### src/rtl/ram_ctrl_pkg.sv
// Shared types and constants for the RAM access controller slice.
package ram_ctrl_pkg;

  typedef enum logic [1:0] {
    INIT  = 2'd0,
    RUN   = 2'd1,
    CLEAR = 2'd2
  } state_t;

  localparam int DATA_W_DEF = 8;
  localparam int ADDR_W_DEF = 4;

  localparam int REQ_A = 0;
  localparam int REQ_B = 1;

endpackage

### src/rtl/rr_arb2.sv
// Two-input round-robin arbiter; the pointer flips to the loser after every grant.
module rr_arb2
  import ram_ctrl_pkg::*;
(
  input  logic       clock,
  input  logic       rst_n,
  input  logic [1:0] req,
  input  logic       enable,
  output logic [1:0] gnt
);

  logic prio_b;

  always_comb begin
    gnt = '0;
    if (enable) begin
      if (req[REQ_A] && (!req[REQ_B] || !prio_b)) begin
        gnt[REQ_A] = 1'b1;
      end else if (req[REQ_B]) begin
        gnt[REQ_B] = 1'b1;
      end
    end
  end

  always_ff @(posedge clock or negedge rst_n) begin
    if (!rst_n) begin
      prio_b <= 1'b0;
    end else if (|gnt) begin
      prio_b <= gnt[REQ_A];
    end
  end

endmodule

### src/rtl/ram_access_ctrl.sv
// Shares one RAM between requesters A and B, sequences RAM clear after reset
// and on command, and returns read data two cycles after the grant.
module ram_access_ctrl
  import ram_ctrl_pkg::*;
#(
  parameter int DATA_W = DATA_W_DEF,
  parameter int ADDR_W = ADDR_W_DEF
) (
  input  logic              clock,
  input  logic              rst_n,
  input  logic              clr_req,
  output logic              clr_ack,
  input  logic              req_a,
  input  logic              req_b,
  input  logic              we_a,
  input  logic              we_b,
  input  logic [ADDR_W-1:0] addr_a,
  input  logic [ADDR_W-1:0] addr_b,
  input  logic [DATA_W-1:0] wdata_a,
  input  logic [DATA_W-1:0] wdata_b,
  output logic              gnt_a,
  output logic              gnt_b,
  output logic              rvalid_a,
  output logic              rvalid_b,
  output logic [DATA_W-1:0] rdata,
  output logic              ram_rst,
  output logic              ram_wr_enb,
  output logic              ram_rd_enb,
  output logic [ADDR_W-1:0] ram_addr,
  output logic [DATA_W-1:0] ram_din,
  input  logic [DATA_W-1:0] ram_dout
);

  state_t            state;
  logic [1:0]        req;
  logic [1:0]        gnt;
  logic              arb_en;
  logic              any_gnt;
  logic              win_we;
  logic [ADDR_W-1:0] win_addr;
  logic [DATA_W-1:0] win_wdata;
  logic              tag_vld;
  logic              tag_own_b;

  always_comb begin
    req        = '0;
    req[REQ_A] = req_a;
    req[REQ_B] = req_b;
  end

  assign arb_en  = (state == RUN) && !clr_req;
  assign any_gnt = |gnt;

  rr_arb2 u_arb (
    .clock  (clock),
    .rst_n  (rst_n),
    .req    (req),
    .enable (arb_en),
    .gnt    (gnt)
  );

  always_comb begin
    win_we    = we_a;
    win_addr  = addr_a;
    win_wdata = wdata_a;
    if (gnt[REQ_B]) begin
      win_we    = we_b;
      win_addr  = addr_b;
      win_wdata = wdata_b;
    end
  end

  assign gnt_a   = gnt[REQ_A];
  assign gnt_b   = gnt[REQ_B];
  assign clr_ack = (state == CLEAR);
  assign rdata   = ram_dout;

  // ram_rst is set from the state being entered, so the RAM clears on the
  // edge that ends the INIT or CLEAR cycle.
  always_ff @(posedge clock or negedge rst_n) begin
    if (!rst_n) begin
      state      <= INIT;
      ram_rst    <= 1'b1;
      ram_wr_enb <= 1'b0;
      ram_rd_enb <= 1'b0;
      ram_addr   <= '0;
      ram_din    <= '0;
      tag_vld    <= 1'b0;
      tag_own_b  <= 1'b0;
      rvalid_a   <= 1'b0;
      rvalid_b   <= 1'b0;
    end else begin
      case (state)
        INIT: begin
          state   <= RUN;
          ram_rst <= 1'b0;
        end
        RUN: begin
          state   <= clr_req ? CLEAR : RUN;
          ram_rst <= clr_req;
        end
        CLEAR: begin
          state   <= RUN;
          ram_rst <= 1'b0;
        end
        default: begin
          state   <= INIT;
          ram_rst <= 1'b1;
        end
      endcase

      ram_wr_enb <= any_gnt && win_we;
      ram_rd_enb <= any_gnt && !win_we;
      if (any_gnt) begin
        ram_addr <= win_addr;
        ram_din  <= win_wdata;
      end

      tag_vld   <= any_gnt && !win_we;
      tag_own_b <= gnt[REQ_B];
      rvalid_a  <= tag_vld && !tag_own_b;
      rvalid_b  <= tag_vld && tag_own_b;
    end
  end

endmodule

### config.mk
export PLATFORM = sky130hd
export DESIGN_NAME = ram_access_ctrl
export DESIGN_NICKNAME = d
export VERILOG_FILES = /design/src/rtl/ram_ctrl_pkg.sv /design/src/rtl/rr_arb2.sv /design/src/rtl/ram_access_ctrl.sv
export SDC_FILE = /design/constraint.sdc
export NUM_CORES = 1
export LEC_CHECK = 0
export BUFFER_PORTS_ARGS = -buffer_cell sky130_fd_sc_hd__clkbuf_2
export CAP_MARGIN = 20
export CORE_UTILIZATION = 40
export CTS_BUF_LIST = sky130_fd_sc_hd__clkbuf_4 sky130_fd_sc_hd__clkbuf_8 sky130_fd_sc_hd__clkbuf_16
export DETAILED_ROUTE_END_ITERATION = 10
export GPL_TIMING_DRIVEN = 0
export MAX_ROUTING_LAYER = met4
export PLACE_DENSITY = 0.87
export REMOVE_ABC_BUFFERS = 1
export SLEW_MARGIN = 20
export SYNTH_ARGS = -nofsm -noshare
export SYNTH_HDL_FRONTEND = slang
export SYNTH_SLANG_ARGS = --single-unit
### constraint.sdc
create_clock -name clock -period 1.6 [get_ports clock]
set_input_delay 0.08 -clock clock [delete_from_list [all_inputs] [get_ports clock]]
set_output_delay 0.08 -clock clock [all_outputs]
set_load 0.02 [all_outputs]
==> results.yml <==
run_status:
  run_status: "complete, but fails checks"
  violations: "negative setup slack"
layout:
  syn_to_final_growth_pct: 35.2
  seq_area_um2: 527
  nFillCells: 206
  utilization: 0.589
  layout.nets: 183
  drive_above_1_share: 0.476
  multi_input_area_um2: 369
  diodes: 0
  stdcell_count: 171
placement:
  placed_cells: 154
  pre_cts_slack_ps: -84.1
  hpwlAfterDp_mm: 1.75
  place.port_buffers: 50
  finalWeightedCongestion: 0.663
cts:
  clockBufferDepth: 2
  cts_made_buffers: 3
  root_buffer: "clkbuf_4"
  clock_sinks: 21
  clk_latency_ps: 310
  cts.clk_slew.worst_paths_ps: 130
  htree_levels: 1
  cts_tree: "yes"
power_and_ir_drop:
  power_density_nw_per_um2: 1250
  ir_drop_v: 0.000566
  power_frac_seq: 0.458
  switchingPower_mw: 0.631
  p_comb_frac: 0.389
  p_int_mw: 1.05
  leakage_nw: 0.701
  p_clk_frac: 0.153
  swShare: 0.375
timing:
  setup_viol: 1
  drv_slew: 0
  achievable-frequency_ghz: 0.614
  fin_crit_sh: 1.02
  hold_viol: 0
  rsz0062_at_grt: "yes"
  fin_ws_ps: -30.0
  max-slew-margin-rel: 0.634
  min_period_ps: 1630
  finClkSkew_ps: 13.9
  worstMarginPinSlew_ps: 549
synth:
  synth-seq-cells: 21
  synth_simple_gate_area_frac: 0.187
  synth_top_area_share: 0.504
  ys.flop_type: "dfrtp_1"
  synthXorXnorAreaFrac: 0
  asyncSetResetFlopFracSynth: 1.00
  yosys_warnings: 0
  synth-edff-count: 0
  synth_mux_area_frac: 0
  synth_cell_type_count: 21
  synthAdderAreaFrac: 0
  yosys-top-cells-area: "dfrtp_1, a221o_1, nor3_1, buf_4, nand2_1"
  synth_top_area_cell: "dfrtp_1"
  syn_area_um2: 992
  netlist_top_cells_count: "dfrtp_1, nand2_1, a221o_1, nor3_1, buf_4"
  synth.most_common_cell: "dfrtp_1"
  synth_top_family_by_area: "simple AND/OR/NAND/NOR gates"
  synth_compound_area_frac: 0.163
  yosysSeqAreaShare: 0.531
  avgSynthCellArea_um2: 11.0
  synthCells: 90
global_routing:
  grt_pass1_wl_mm: 4.08
  grt_use_total: 0.217
  grt_max_degree: 22
  gr-total-overflow: 0
  grt_antenna_before_repair: 0
  grt_pass1_vias: 880
routing:
  ant_nets: 0
  routedWlPerCell_um: 15.2
  routed_wl_mm: 2.60
  vias_per_cell: 5.33
  num_vias: 911
  drt_iter0_drc: 28
  drc: 0
  drt_pass1_iterations: 4
floorplanning:
  initial_utilization: 0.436
  die_h_um: 51.8
  die_area_um2: 2680
  io-pin-count: 67
  coreArea_um2: 2280
  std_cell_rows: 17
  dieWidth_um: 51.8
run:
  maxCapViolations: 0
worst_setup_path:
  arrival_ps: 1550
  worst_setup_path_end_kind: "primary output"
  cp.required_ps: 1520
  cp_max_fo: 3
  worstSetupPathType: "reg2out"
  startpoint_type: "flip-flop"
min_path:
  hp-class: "in2reg"
## power by group through the flow
stage | Clock [mW] | Combinational (mW) | Sequential [mW]
3_5_place_dp | 0 | 0.591 | 0.776
6_report | 0.257 | 0.654 | 0.770
4_1_cts | 0.267 | 0.647 | 0.767
5_1_grt | 0.281 | 0.712 | 0.787
2_1_floorplan | 0 | 0.210 | 0.914
3_3_place_gp | 0 | 0.573 | 0.764
## path summary, 6_finish.rpt
check | from | endpoint | slack, ps | cells past startpoint
setup / recovery | state[1] | gnt_b | -30 | 3
hold / removal | addr_a[3] | ram_addr[3] | 3 | 2
setup reg to reg | state[1] | ram_din[6] | 140 | 3
hold reg to reg | tag_own_b | rvalid_a | 440 | 1
max in group asynchronous | rst_n | ram_rst | 990 | 2
min in group asynchronous | rst_n | ram_din[4] | 260 | 2
## cell usage in the layout, fill, tap and decap left out, types with 2 or more instances in the layout
| cell | count |
|---|---|
| clkbuf_4 | 3 |
| dlygate4sd3_1 | 6 |
| nor3_1 | 12 |
| dfrtp_1 | 20 |
| inv_1 | 3 |
| nor2b_1 | 2 |
| clkbuf_2 | 49 |
| a221o_1 | 12 |
| nand2_1 | 13 |
| a22o_1 | 2 |
| buf_4 | 7 |
## metal layers
layer  share of wire  up-vias  global-route usage
li1                -      426                   -
met1            0.41      438               0.247
met2            0.53       43               0.357
met3           0.048        4              0.0409
met4           0.015        0               0.122
met5               0        -                   -
## stage by stage
step	hold slack [ps]	total power [mW]	TNS, ps	cell area [µm²]
floorplan	-216	1.12	0	885
global placement	58.9	1.34	-313	1170
detailed placement	77.5	1.37	-704	1170
CTS	0.246	1.68	-57.5	1330
global route	8.81	1.78	-101	1340
finish	2.74	1.68	-30.0	1340
## sequential cells by signal, indices dropped and copies added (netlist names)
name,cells
u_arb.prio_b,1
rvalid_b,1
tag_vld,1
ram_din,8
ram_rst,1
rvalid_a,1
state,2
tag_own_b,1
ram_addr,4
ram_wr_enb,1
## cells by family (layout without fill, tap and decap cells)
group,count (synthesis),after routing
compound gates,18,18
simple gates,34,34
flops,21,21
buf+inv,17,70
## cell type report
cell class / count / share of cell area
Inverter: 3 / 0.00840
Clock inverter: 1 / 0.00373
Multi-Input combinational cell: 52 / 0.275
Tap cell: 28 / 0.0261
Clock buffer: 3 / 0.0168
Sequential cell: 21 / 0.393
Timing Repair Buffer: 63 / 0.277
## what timing repair did
action,CTS,global route
buffers inserted,6,1
pin swaps,3,1
gates resized for setup,7,1
setup endpoints to repair,16,4
hold endpoints to repair,25,0
hold buffers,6,0
gates cloned,0,0
## critical path, stage by stage, from the launching register on
cell	delay (ps)
dfrtp_1	430
or3b_4	410
nor3b_4	220
clkbuf_8	180
(Power assumes the default switching activity.)
